==> config.mk <==
export PLATFORM = sky130hd
export DESIGN_NAME = ram_arbiter
export DESIGN_NICKNAME = d
export VERILOG_FILES = /design/src/rtl/ram_arb_pkg.sv /design/src/rtl/ram_arb_rr.sv /design/src/rtl/ram_arbiter.sv
export SDC_FILE = /design/constraint.sdc
export NUM_CORES = 1
export LEC_CHECK = 0
export ABC_AREA = 1
export BUFFER_PORTS_ARGS = -buffer_cell sky130_fd_sc_hd__buf_4
export CORE_MARGIN = 1
export CORE_UTILIZATION = 30
export CTS_BUF_LIST = sky130_fd_sc_hd__clkbuf_4
export CTS_CLUSTER_SIZE = 24
export DETAILED_ROUTE_END_ITERATION = 10
export PLACE_DENSITY_LB_ADDON = 0.1
export SYNTH_ARGS = -nofsm -noshare
export SYNTH_HDL_FRONTEND = slang
export SYNTH_SLANG_ARGS = --single-unit
==> constraint.sdc <==
create_clock -name iRAM_CLK -period 4.1 [get_ports iRAM_CLK]
set_input_delay 0.82 -clock iRAM_CLK [delete_from_list [all_inputs] [get_ports iRAM_CLK]]
set_output_delay 0.82 -clock iRAM_CLK [all_outputs]
set_load 0.005 [all_outputs]
==> src/rtl/ram_arb_pkg.sv <==
// Shared types for the two-port RAM arbiter: FSM state encoding, port IDs, default widths.
package ram_arb_pkg;

    localparam int ADDR_W_DEF   = 8;
    localparam int DATA_W_DEF   = 32;
    localparam int HOLD_MAX_DEF = 4;

    typedef enum logic [1:0] {
        IDLE   = 2'd0,
        ACCESS = 2'd1,
        RESP   = 2'd2
    } state_t;

    localparam logic PORT0 = 1'b0;
    localparam logic PORT1 = 1'b1;

endpackage

==> src/rtl/ram_arb_rr.sv <==
// Two-port winner select: round-robin with owner lock, or fixed priority under RAM_ARB_FIXED_PRIO_EN.
// Purely combinational; no backpressure of its own, it only names a winner when a request is present.
module ram_arb_rr
    import ram_arb_pkg::*;
(
    input  logic i_req0,
    input  logic i_req1,
    input  logic i_lock0,
    input  logic i_lock1,
    input  logic i_last_owner,
    input  logic i_hold_lim,
    output logic o_winner,
    output logic o_vld
);

    assign o_vld = i_req0 | i_req1;

`ifdef RAM_ARB_FIXED_PRIO_EN
    logic w_unused;
    assign w_unused = ^{i_lock0, i_lock1, i_last_owner, i_hold_lim};
    assign o_winner = i_req0 ? PORT0 : PORT1;
`else
    // The last owner keeps the grant while it locks, until the hold limit lets the other port in.
    logic w_keep;
    assign w_keep = ((i_last_owner == PORT0) ? i_lock0 : i_lock1) & ~i_hold_lim;

    always_comb begin
        o_winner = i_req0 ? PORT0 : PORT1;
        if (i_req0 && i_req1) begin
            o_winner = w_keep ? i_last_owner : ~i_last_owner;
        end
    end
`endif

endmodule

==> src/rtl/ram_arbiter.sv <==
// Two-master single-port RAM arbiter, IDLE->ACCESS->RESP, ACK two cycles after the IDLE grant.
// Masters hold REQ until ACK; RAM strobes only in ACCESS. Define RAM_ARB_FIXED_PRIO_EN for fixed priority.
module ram_arbiter
    import ram_arb_pkg::*;
#(
    parameter int ADDR_W   = ADDR_W_DEF,
    parameter int DATA_W   = DATA_W_DEF,
    parameter int HOLD_MAX = HOLD_MAX_DEF
) (
    input  logic              iRAM_CLK,
    input  logic              iRAM_RST,
    input  logic              iM0_REQ,
    input  logic              iM0_WR,
    input  logic              iM0_LOCK,
    input  logic [ADDR_W-1:0] iM0_ADDR,
    input  logic [DATA_W-1:0] iM0_WDATA,
    output logic              oM0_ACK,
    output logic [DATA_W-1:0] oM0_RDATA,
    input  logic              iM1_REQ,
    input  logic              iM1_WR,
    input  logic              iM1_LOCK,
    input  logic [ADDR_W-1:0] iM1_ADDR,
    input  logic [DATA_W-1:0] iM1_WDATA,
    output logic              oM1_ACK,
    output logic [DATA_W-1:0] oM1_RDATA,
    output logic              oRAM_CE,
    output logic              oRAM_RD,
    output logic              oRAM_WR,
    output logic [ADDR_W-1:0] oRAM_ADDR,
    output logic [DATA_W-1:0] oRAM_DATA,
    input  logic [DATA_W-1:0] iRAM_DATA
);

    state_t              r_state;
    state_t              w_next;
    logic                r_owner;
    logic                r_wr;
    logic [ADDR_W-1:0]   r_addr;
    logic [DATA_W-1:0]   r_wdata;
    logic [DATA_W-1:0]   r_rdata0;
    logic [DATA_W-1:0]   r_rdata1;
    logic                w_win;
    logic                w_vld;
    logic                w_grant;
    logic                w_hold_lim;

    ram_arb_rr u_rr (
        .i_req0       (iM0_REQ),
        .i_req1       (iM1_REQ),
        .i_lock0      (iM0_LOCK),
        .i_lock1      (iM1_LOCK),
        .i_last_owner (r_owner),
        .i_hold_lim   (w_hold_lim),
        .o_winner     (w_win),
        .o_vld        (w_vld)
    );

    assign w_grant = (r_state == IDLE) && w_vld;

    always_ff @(posedge iRAM_CLK or negedge iRAM_RST) begin
        if (!iRAM_RST) begin
            r_state <= IDLE;
        end else begin
            r_state <= w_next;
        end
    end

    always_comb begin
        w_next = r_state;
        case (r_state)
            IDLE:    w_next = w_vld ? ACCESS : IDLE;
            ACCESS:  w_next = RESP;
            RESP:    w_next = IDLE;
            default: w_next = IDLE;
        endcase
    end

    // Strobes decode straight from the async-reset state so a reset in ACCESS drops them at once.
    always_comb begin
        oRAM_CE = 1'b0;
        oRAM_RD = 1'b0;
        oRAM_WR = 1'b0;
        oM0_ACK = 1'b0;
        oM1_ACK = 1'b0;
        if (r_state == ACCESS) begin
            oRAM_CE = 1'b1;
            oRAM_RD = ~r_wr;
            oRAM_WR = r_wr;
        end
        if (r_state == RESP) begin
            oM0_ACK = (r_owner == PORT0);
            oM1_ACK = (r_owner == PORT1);
        end
    end

    assign oRAM_ADDR = r_addr;
    assign oRAM_DATA = r_wdata;
    assign oM0_RDATA = r_rdata0;
    assign oM1_RDATA = r_rdata1;

    // Owner resets to PORT1 so the first contested arbitration favours port 0.
    always_ff @(posedge iRAM_CLK or negedge iRAM_RST) begin
        if (!iRAM_RST) begin
            r_owner  <= PORT1;
            r_wr     <= 1'b0;
            r_addr   <= '0;
            r_wdata  <= '0;
            r_rdata0 <= '0;
            r_rdata1 <= '0;
        end else begin
            if (w_grant) begin
                r_owner <= w_win;
                r_wr    <= (w_win == PORT1) ? iM1_WR    : iM0_WR;
                r_addr  <= (w_win == PORT1) ? iM1_ADDR  : iM0_ADDR;
                r_wdata <= (w_win == PORT1) ? iM1_WDATA : iM0_WDATA;
            end
            if ((r_state == ACCESS) && !r_wr) begin
                if (r_owner == PORT0) begin
                    r_rdata0 <= iRAM_DATA;
                end else begin
                    r_rdata1 <= iRAM_DATA;
                end
            end
        end
    end

`ifdef RAM_ARB_FIXED_PRIO_EN
    assign w_hold_lim = 1'b0;
`else
    localparam int                CNT_W    = $clog2(HOLD_MAX + 1);
    localparam logic [CNT_W-1:0]  HOLD_LIM = CNT_W'(HOLD_MAX);

    logic [CNT_W-1:0] r_cnt;

    // Counts consecutive grants to the same owner, saturating at the hold limit.
    always_ff @(posedge iRAM_CLK or negedge iRAM_RST) begin
        if (!iRAM_RST) begin
            r_cnt <= '0;
        end else if (w_grant) begin
            if (w_win != r_owner) begin
                r_cnt <= CNT_W'(1);
            end else if (r_cnt != HOLD_LIM) begin
                r_cnt <= r_cnt + CNT_W'(1);
            end
        end
    end

    assign w_hold_lim = (r_cnt == HOLD_LIM);
`endif

endmodule

---- After elaboration in Yosys (flattened, before gate mapping) ----
Index checks and enable logic that the tools add are counted.
storage, ports and cells
  register bits after elaboration ......... 111
  input port bits ......................... 120
  output and inout port bits .............. 109
  word-level logic and storage cells ...... 44
operators by class
  add/subtract/negate cells ............... 1
  eq/ne operators ......................... 5
  muxes and demuxes ....................... 16
  bitwise operators ....................... 5
  reduce and logical (&&, ||, !) cells .... 9
operators with widths
  kind                                           count
  2-to-1 mux 32 bit                              1
  2-to-1 mux 1 bit                               11
  2-to-1 mux 8 bit                               1
  2-to-1 mux 3 bit                               2
  AND reduction 2 bit                            3
  one-hot mux 2 bit (2 select lines)             1
  adder 3 x 1 -> 3 bit, second input constant    1
  == test 3 bit, second input constant           1
  logical AND 1 bit                              3
  != test 3 bit, second input constant           1
  NOT 1 bit                                      3
  == test 2 x 1 -> 1 bit, second input constant  1
  == test 2 bit, second input constant           1
  zero test 2 bit                                1
  nonzero test 2 bit                             1
  AND 1 bit                                      1
  zero test 1 bit                                1
  != test 1 bit                                  1
  OR 1 bit                                       1

---- Depth between registers and ports, before layout ----
Gate-level depths: netlist (run 1).
  depth after elaboration ................. 8
  mapped depth ............................ 12
  mapped depth without buffers ............ 12

---- Modules after synthesis ----
A second synthesis (run 1) with hierarchy kept.
unflattened totals
  cell total of the unflattened synthesis .. 518
  area, all modules ....................... 4927.2 µm²
modules (own cells, without submodules)
  module       times used  cells an instance  area an instance (µm²)  sequential area each (µm²)
  ram_arbiter  1           510                4892.2                  2778.9
  ram_arb_rr   1           8                  35.0                    0.0

---- Worst setup path before layout (run 1) ----
OpenSTA, ideal clock, no wires.
  kind .................................... register to output
  start point ............................. register r_owner
  end point ............................... output oM1_ACK
  arrival time ............................ 0.831 ns
  data required time ...................... 3.280 ns
  path slack .............................. 2.449 ns
  cell stages (with the launch flop) ...... 3
  buffers on the path ..................... 0
  path through ............................ dfstp_2 > inv_2 > nor3_1
between the ends
  cells in the longest elaborated chain, start to end .. 1
RTL lines
  item                    line                source
  start, declared         ram_arbiter.sv:36   logic r_owner;
  start signal, assigned  ram_arbiter.sv:112  r_owner <= w_win;
  2-to-1 mux 1 bit        ram_arbiter.sv:90   if (r_state == RESP) begin
  end, declared           ram_arbiter.sv:24   output logic oM1_ACK,
No other way between the ends.

---- Worst setup path after layout (run 1) ----
Ends and elaborated chain as after synthesis.

==> run metrics, run 1 <==
outcome=finished clean; max cap viols=0; Yosys top cell by area=dfrtp_1; fraction of registers with async set/reset=100%; routed via count=4172; number of I/O port buffers=228; R2R Path Start=r_cnt[0]; NetSw=0.00168 W; Cell variety after synth=23; startpoint types=register; normalized max-slew margin=26.6%; Post-Syn Nets=630; vias in the first global route=4177; Crit. End Element=primary output; register area share after synthesis=60.2%; drt wl/cell=14.2 microns; Num CTS Buffers=9; Peak VDD IR=274 uV; HPWL after detailed placement=9.00 mm; Sequential Power Share=41.9%; Ports=229; Clock Sink Count=111; RSZ-0062 raised after global routing=no; post-CTS setup buffers=0; count leader, synth=dfrtp_1; Cells after Synth=508; maximum clock path buffer count=2; leakage power=3.48 nW; f_max=424 MHz; DRT Pass-1 Iters=4; row count=44; hold_buf cts=0; Yosys warnings=0; TNS Setup=0 ps; dominant register cell in the synthesized netlist=dfrtp_1; r2r setup slk=1770 ps; Initial Util=31.3%; top-area cell type share of the netlist area=59.7%; final setup fails=0; die footprint=0.0159 sq mm; CP Class=reg -> out; crit path time final=2360 ps; Clock power frac=14.5%; GP Congestion=0.742; dominant cells by area after synthesis=dfrtp_1, o21ai_0, nand2_1; CTS tree=built; min-delay worst type=in -> async; global-route wire length before repair=20.8 mm; Worst EP required=3280 ps; DRC violations left=0; die extent in x=126 microns; root buffer selected by CTS=clkbuf_4; area grow syn2layout=43.7%; initial antenna violation count=0; Comb pwr share=43.7%; number of nets in the layout=843; Max Clock Skew=19.6 ps; worst slew pin tran=1100 ps; Final Instance Area=0.00663 sq mm; Worst R2R End=oRAM_DATA[29]; DR iter-0 viols=220; drt via density=4.58; worst r2r path cells=9; Total Routing Usage GR=16.7%; Post-synth top cells=dfrtp_1, nand2_1, o21ai_0, inv_1, nor2_1; PD cells=709 mW/mm^2; Post-synth EDFFs=0; area of the core=0.0148 sq mm; H-tree depth=3; Yosys reg bits=111; Filler cells=1494; WL final=12.9 mm; Tcrit/Tclk final=57.5%; final hold vios=0; Pint=0.00302 W; Resized cells post-CTS=0; fraction of layout cells with a size suffix above 1=35.4%; grt ovf=0; Worst Path Arrival=1540 ps; Worst setup startpoint=r_owner; Routed Antenna Nets=0; largest net degree at the start of global routing=65; Mapped Avg Cell Area=9.08 sq um; Clock Latency Late Sink=470 ps; Sw Share=35.7%; synthesized area=0.00461 sq mm; die height=126 microns; placed inst area=0.00644 sq mm; Reg clk slew, reported paths=160 ps; Max Slew Vio Count=0; CP Max Fanout=6
[final cells by class]
cell class	count	area [sq um]	share of cell area, %
repair buffers	231	1750	26.3
flip-flops and latches	111	2780	41.9
well taps	184	230	3.47
inverters	64	240	3.62
diodes	1	2.50	0.0378
multi-input cells	304	1450	21.8
clock buffers	10	75.1	1.13
clock inverters	6	109	1.64
[routing by layer]
metal | GRT usage [%] | wire (microns) | share of wire, %
met5 | 0 | 0 | 0
met4 | 6.17 | 277 | 2.1
met3 | 5.35 | 993 | 7.7
met2 | 27.1 | 5970 | 46
met1 | 20.8 | 5660 | 44
[kinds of logic (layout without fill, tap and decap cells)]
family / Yosys count / in the layout / synth area share, %
AOI/OAI and AO/OA: 131 / 131 / 15.3
xor gates and xnor gates: 1 / 1 / 0.190
adders and majority gates: 2 / 2 / 0.542
buffers and inverters: 93 / 311 / 8.41
DFF: 111 / 111 / 60.2
other: 0 / 1 / 0
and+or+nand+nor: 170 / 170 / 15.3
[worst max-delay path by stage]
stage          slack, ps  cells after the start       endpoint
3_3_place_gp        1640                      8  oRAM_DATA[30]
3_5_place_dp        1600                      8  oRAM_DATA[30]
6_report            1740                      3        oM1_ACK
4_1_cts             1690                      3        oM1_ACK
2_1_floorplan       2450                      2        oM1_ACK
5_1_grt             1470                     10  oRAM_DATA[29]
[state kept, by name, indices dropped and copies added (netlist names)]
signal     cells
oRAM_DATA     32
r_state        2
oM1_RDATA     32
r_cnt          3
r_wr           1
oM0_RDATA     32
r_owner        1
oRAM_ADDR      8
[worst max-delay path, stage by stage (launching register included)]
cell	delay (ps)
dfstp_2	640
inv_2	90
nor3_1	190
buf_4	150
[metrics by stage]
| step | cells | worst slack (ps) | power (W) | hold slack [ps] | util (%) |
|---|---|---|---|---|---|
| after detailed placement | 894 | 1600 | 0.00408 | 474 | 43.7 |
| after floorplan | 508 | 2450 | 0.00290 | 467 | - |
| after global placement | 894 | 1640 | 0.00403 | 468 | 43.7 |
| after global routing | 910 | 1470 | 0.00511 | 366 | 44.9 |
| after CTS | 910 | 1690 | 0.00477 | 347 | 44.9 |
| final | 911 | 1740 | 0.00470 | 370 | 44.9 |
[cells in the final DEF (no fill, tap or decap), types with 3 or more instances in the layout]
| cell | n |
|---|---|
| a31oi_1 | 16 |
| buf_4 | 230 |
| bufinv_16 | 3 |
| clkbuf_4 | 10 |
| dfrtp_1 | 110 |
| inv_1 | 62 |
| nand2_1 | 109 |
| nand2_2 | 3 |
| nand3_1 | 5 |
| nor2_1 | 43 |
| nor3_1 | 3 |
| o21ai_0 | 89 |
| o22ai_1 | 25 |
[power groups by stage]
stage	sequential [W]	combinational [W]	clock (W)
floorplan	0.00201	0.000894	0
global placement	0.00198	0.00204	0
detailed placement	0.00200	0.00208	0
CTS	0.00197	0.00208	0.000715
global route	0.00205	0.00230	0.000759
finish	0.00197	0.00205	0.000681
Power figures use the tool's default switching activity.
==> run 2, diff against run 1 <==
==> constraint.sdc (replaced) <==
create_clock -name iRAM_CLK -period 2.1 [get_ports iRAM_CLK]
set_input_delay 0.42 -clock iRAM_CLK [delete_from_list [all_inputs] [get_ports iRAM_CLK]]
set_output_delay 0.42 -clock iRAM_CLK [all_outputs]
set_load 0.005 [all_outputs]
==> run 2 against run 1 <==
  * Critical endpoint unchanged
  * Critical path depth is the same
  * Total power increased by 99%
  * Combinational power is 100% higher
  * Non-clock buffer count grew 9
  * Critical path type unchanged
  * Cell count increased by 0.88%
==> run metrics, run 2 (synthesis gave the netlist of run 1 again) <==
Worst setup startpoint=r_owner; DR iter-0 viols=150 (-32%); initial antenna violation count=0 (unchanged); R2R Path Start=r_cnt[0]; normalized max-slew margin=66.4% (+40 points); WL final=12.7 mm (-1.5%); die extent in x=126 microns (unchanged); drt wl/cell=13.8 microns (-2.3%); final hold vios=0 (unchanged); antenna cell count=0 (-1); die footprint=0.0159 sq mm (unchanged); number of nets in the layout=852 (+1.1%); Worst Path Arrival=1510 ps (-30 ps); Worst Hold End=oRAM_DATA[24]; Fin Hold WS=176 ps (-194 ps); Clock Latency Late Sink=470 ps (about the same); worst slew pin tran=505 ps (-593 ps); maximum clock path buffer count=2 (unchanged); startpoint types=register; Num CTS Buffers=9 (unchanged); r2r setup slk=230 ps (-1540 ps); Hold Crit Start=iM0_WDATA[24]; grt ovf=0 (unchanged); Clock Sink Count=111 (unchanged); worst r2r path cells=13 (+4); area of the core=0.0148 sq mm (unchanged); Crit. End Element=primary output; DRC violations left=0 (unchanged); final setup fails=0 (unchanged); max cap viols=0 (unchanged); GP Congestion=0.762 (+2.7%); Hold Path Depth=3; area grow syn2layout=46.3%; most frequent cells in the layout=buf_4, dfrtp_1, nand2_1, o21ai_0, inv_1; Initial Util=31.3% (unchanged); TNS Setup=0 ps (unchanged); CTS tree=built; DRT Pass-1 Iters=4 (unchanged); root buffer selected by CTS=clkbuf_4; Routed Antenna Nets=0 (unchanged); commonest non-fill, non-tap cell in the layout=buf_4; final core utilization=45.7% (+0.81 points); global-route wire length before repair=21.1 mm (+1.1%); outcome=finished clean; Reg clk slew, reported paths=170 ps (about the same); min-delay worst type=in -> reg; largest net degree at the start of global routing=65 (unchanged); crit path time final=1930 ps; Ports=229 (unchanged); Max Slew Vio Count=0 (unchanged); fraction of layout cells with a size suffix above 1=36.2% (+0.79 points); routed via count=4195 (+0.55%); Max Clock Skew=22.6 ps (+3.03 ps); f_max=517 MHz; CP Class=reg -> out; row count=44 (unchanged); leakage power=3.54 nW (+1.9%); CP Max Fanout=6 (unchanged); H-tree depth=3 (unchanged); Peak VDD IR=570 uV (+110%); Total Routing Usage GR=16.8% (+0.095 points); Final Instance Area=0.00675 sq mm (+1.8%); RSZ-0062 raised after global routing=no; placed inst area=0.00652 sq mm (+1.2%); number of I/O port buffers=228 (unchanged); vias in the first global route=4246 (+1.7%); Worst R2R End=r_cnt[0]; Tcrit/Tclk final=92.0%; drt via density=4.56 (-0.32%); die height=126 microns (unchanged); PD cells=1380 mW/mm^2 (+95%); Filler cells=1486 (-0.54%); HPWL after detailed placement=9.30 mm (+3.4%); Worst EP required=1680 ps (-1600 ps)
==> run 2: worst max-delay path, cell delays in order (launching register included) <==
cell and delay, ps:
dfstp_2 580, inv_2 70, nor3_1 230, buf_4 160
==> run 2: worst max path at each step <==
stage,endpoint,cells after the start
final,oM1_ACK,3
after global routing,r_cnt[0],13
after CTS,oM1_ACK,3
after detailed placement,oRAM_DATA[30],9
after global placement,oRAM_DATA[28],10
after floorplan,oRAM_ADDR[7],11
==> run 2: what timing repair did <==
action                     CTS  global route
hold buffers                 1             0
gates resized for setup      0             2
hold endpoints to repair    33             0
setup buffers                1             0
setup endpoints to repair    1            24
==> run 2: metrics by stage <==
stage | total power [W] | worst slack [ps] | instances
detailed placement | 0.00803 | 151 | 901
global placement | 0.00793 | 241 | 901
global route | 0.0102 | 15.1 | 919
floorplan | 0.00566 | 605 | 508
CTS | 0.00949 | 93.3 | 919
finish | 0.00934 | 167 | 919
==> run 2: layout make-up <==
type                       instances  area [sq um]  area share, %
multi-input combinational        304          1450           21.4
inverter                          64           243           3.60
timing repair buffer             240          1840           27.3
clock inverter                     6           133           1.97
clock buffer                      10          75.1           1.11
tap                              184           230           3.41
sequential                       111          2780           41.2
==> run 2: report_power, final <==
group	switching, W	leakage [nW]	total, W	internal [W]
logic	0.00194	2.10	0.00409	0.00215
registers	0.000613	1.34	0.00382	0.00321
clock network	0.000697	0.107	0.00143	0.000734
total	0.00325	3.54	0.00934	0.00610
==> run 2: routing by layer <==
| metal | track usage, % | part of all wire (%) | vias to the layer above |
|---|---|---|---|
| li1 | - | - | 2081 |
| met1 | 20.8 | 43 | 1938 |
| met2 | 27.8 | 47 | 159 |
| met3 | 4.89 | 7.8 | 17 |
| met4 | 5.95 | 2.2 | 0 |
| met5 | 0 | 0 | - |
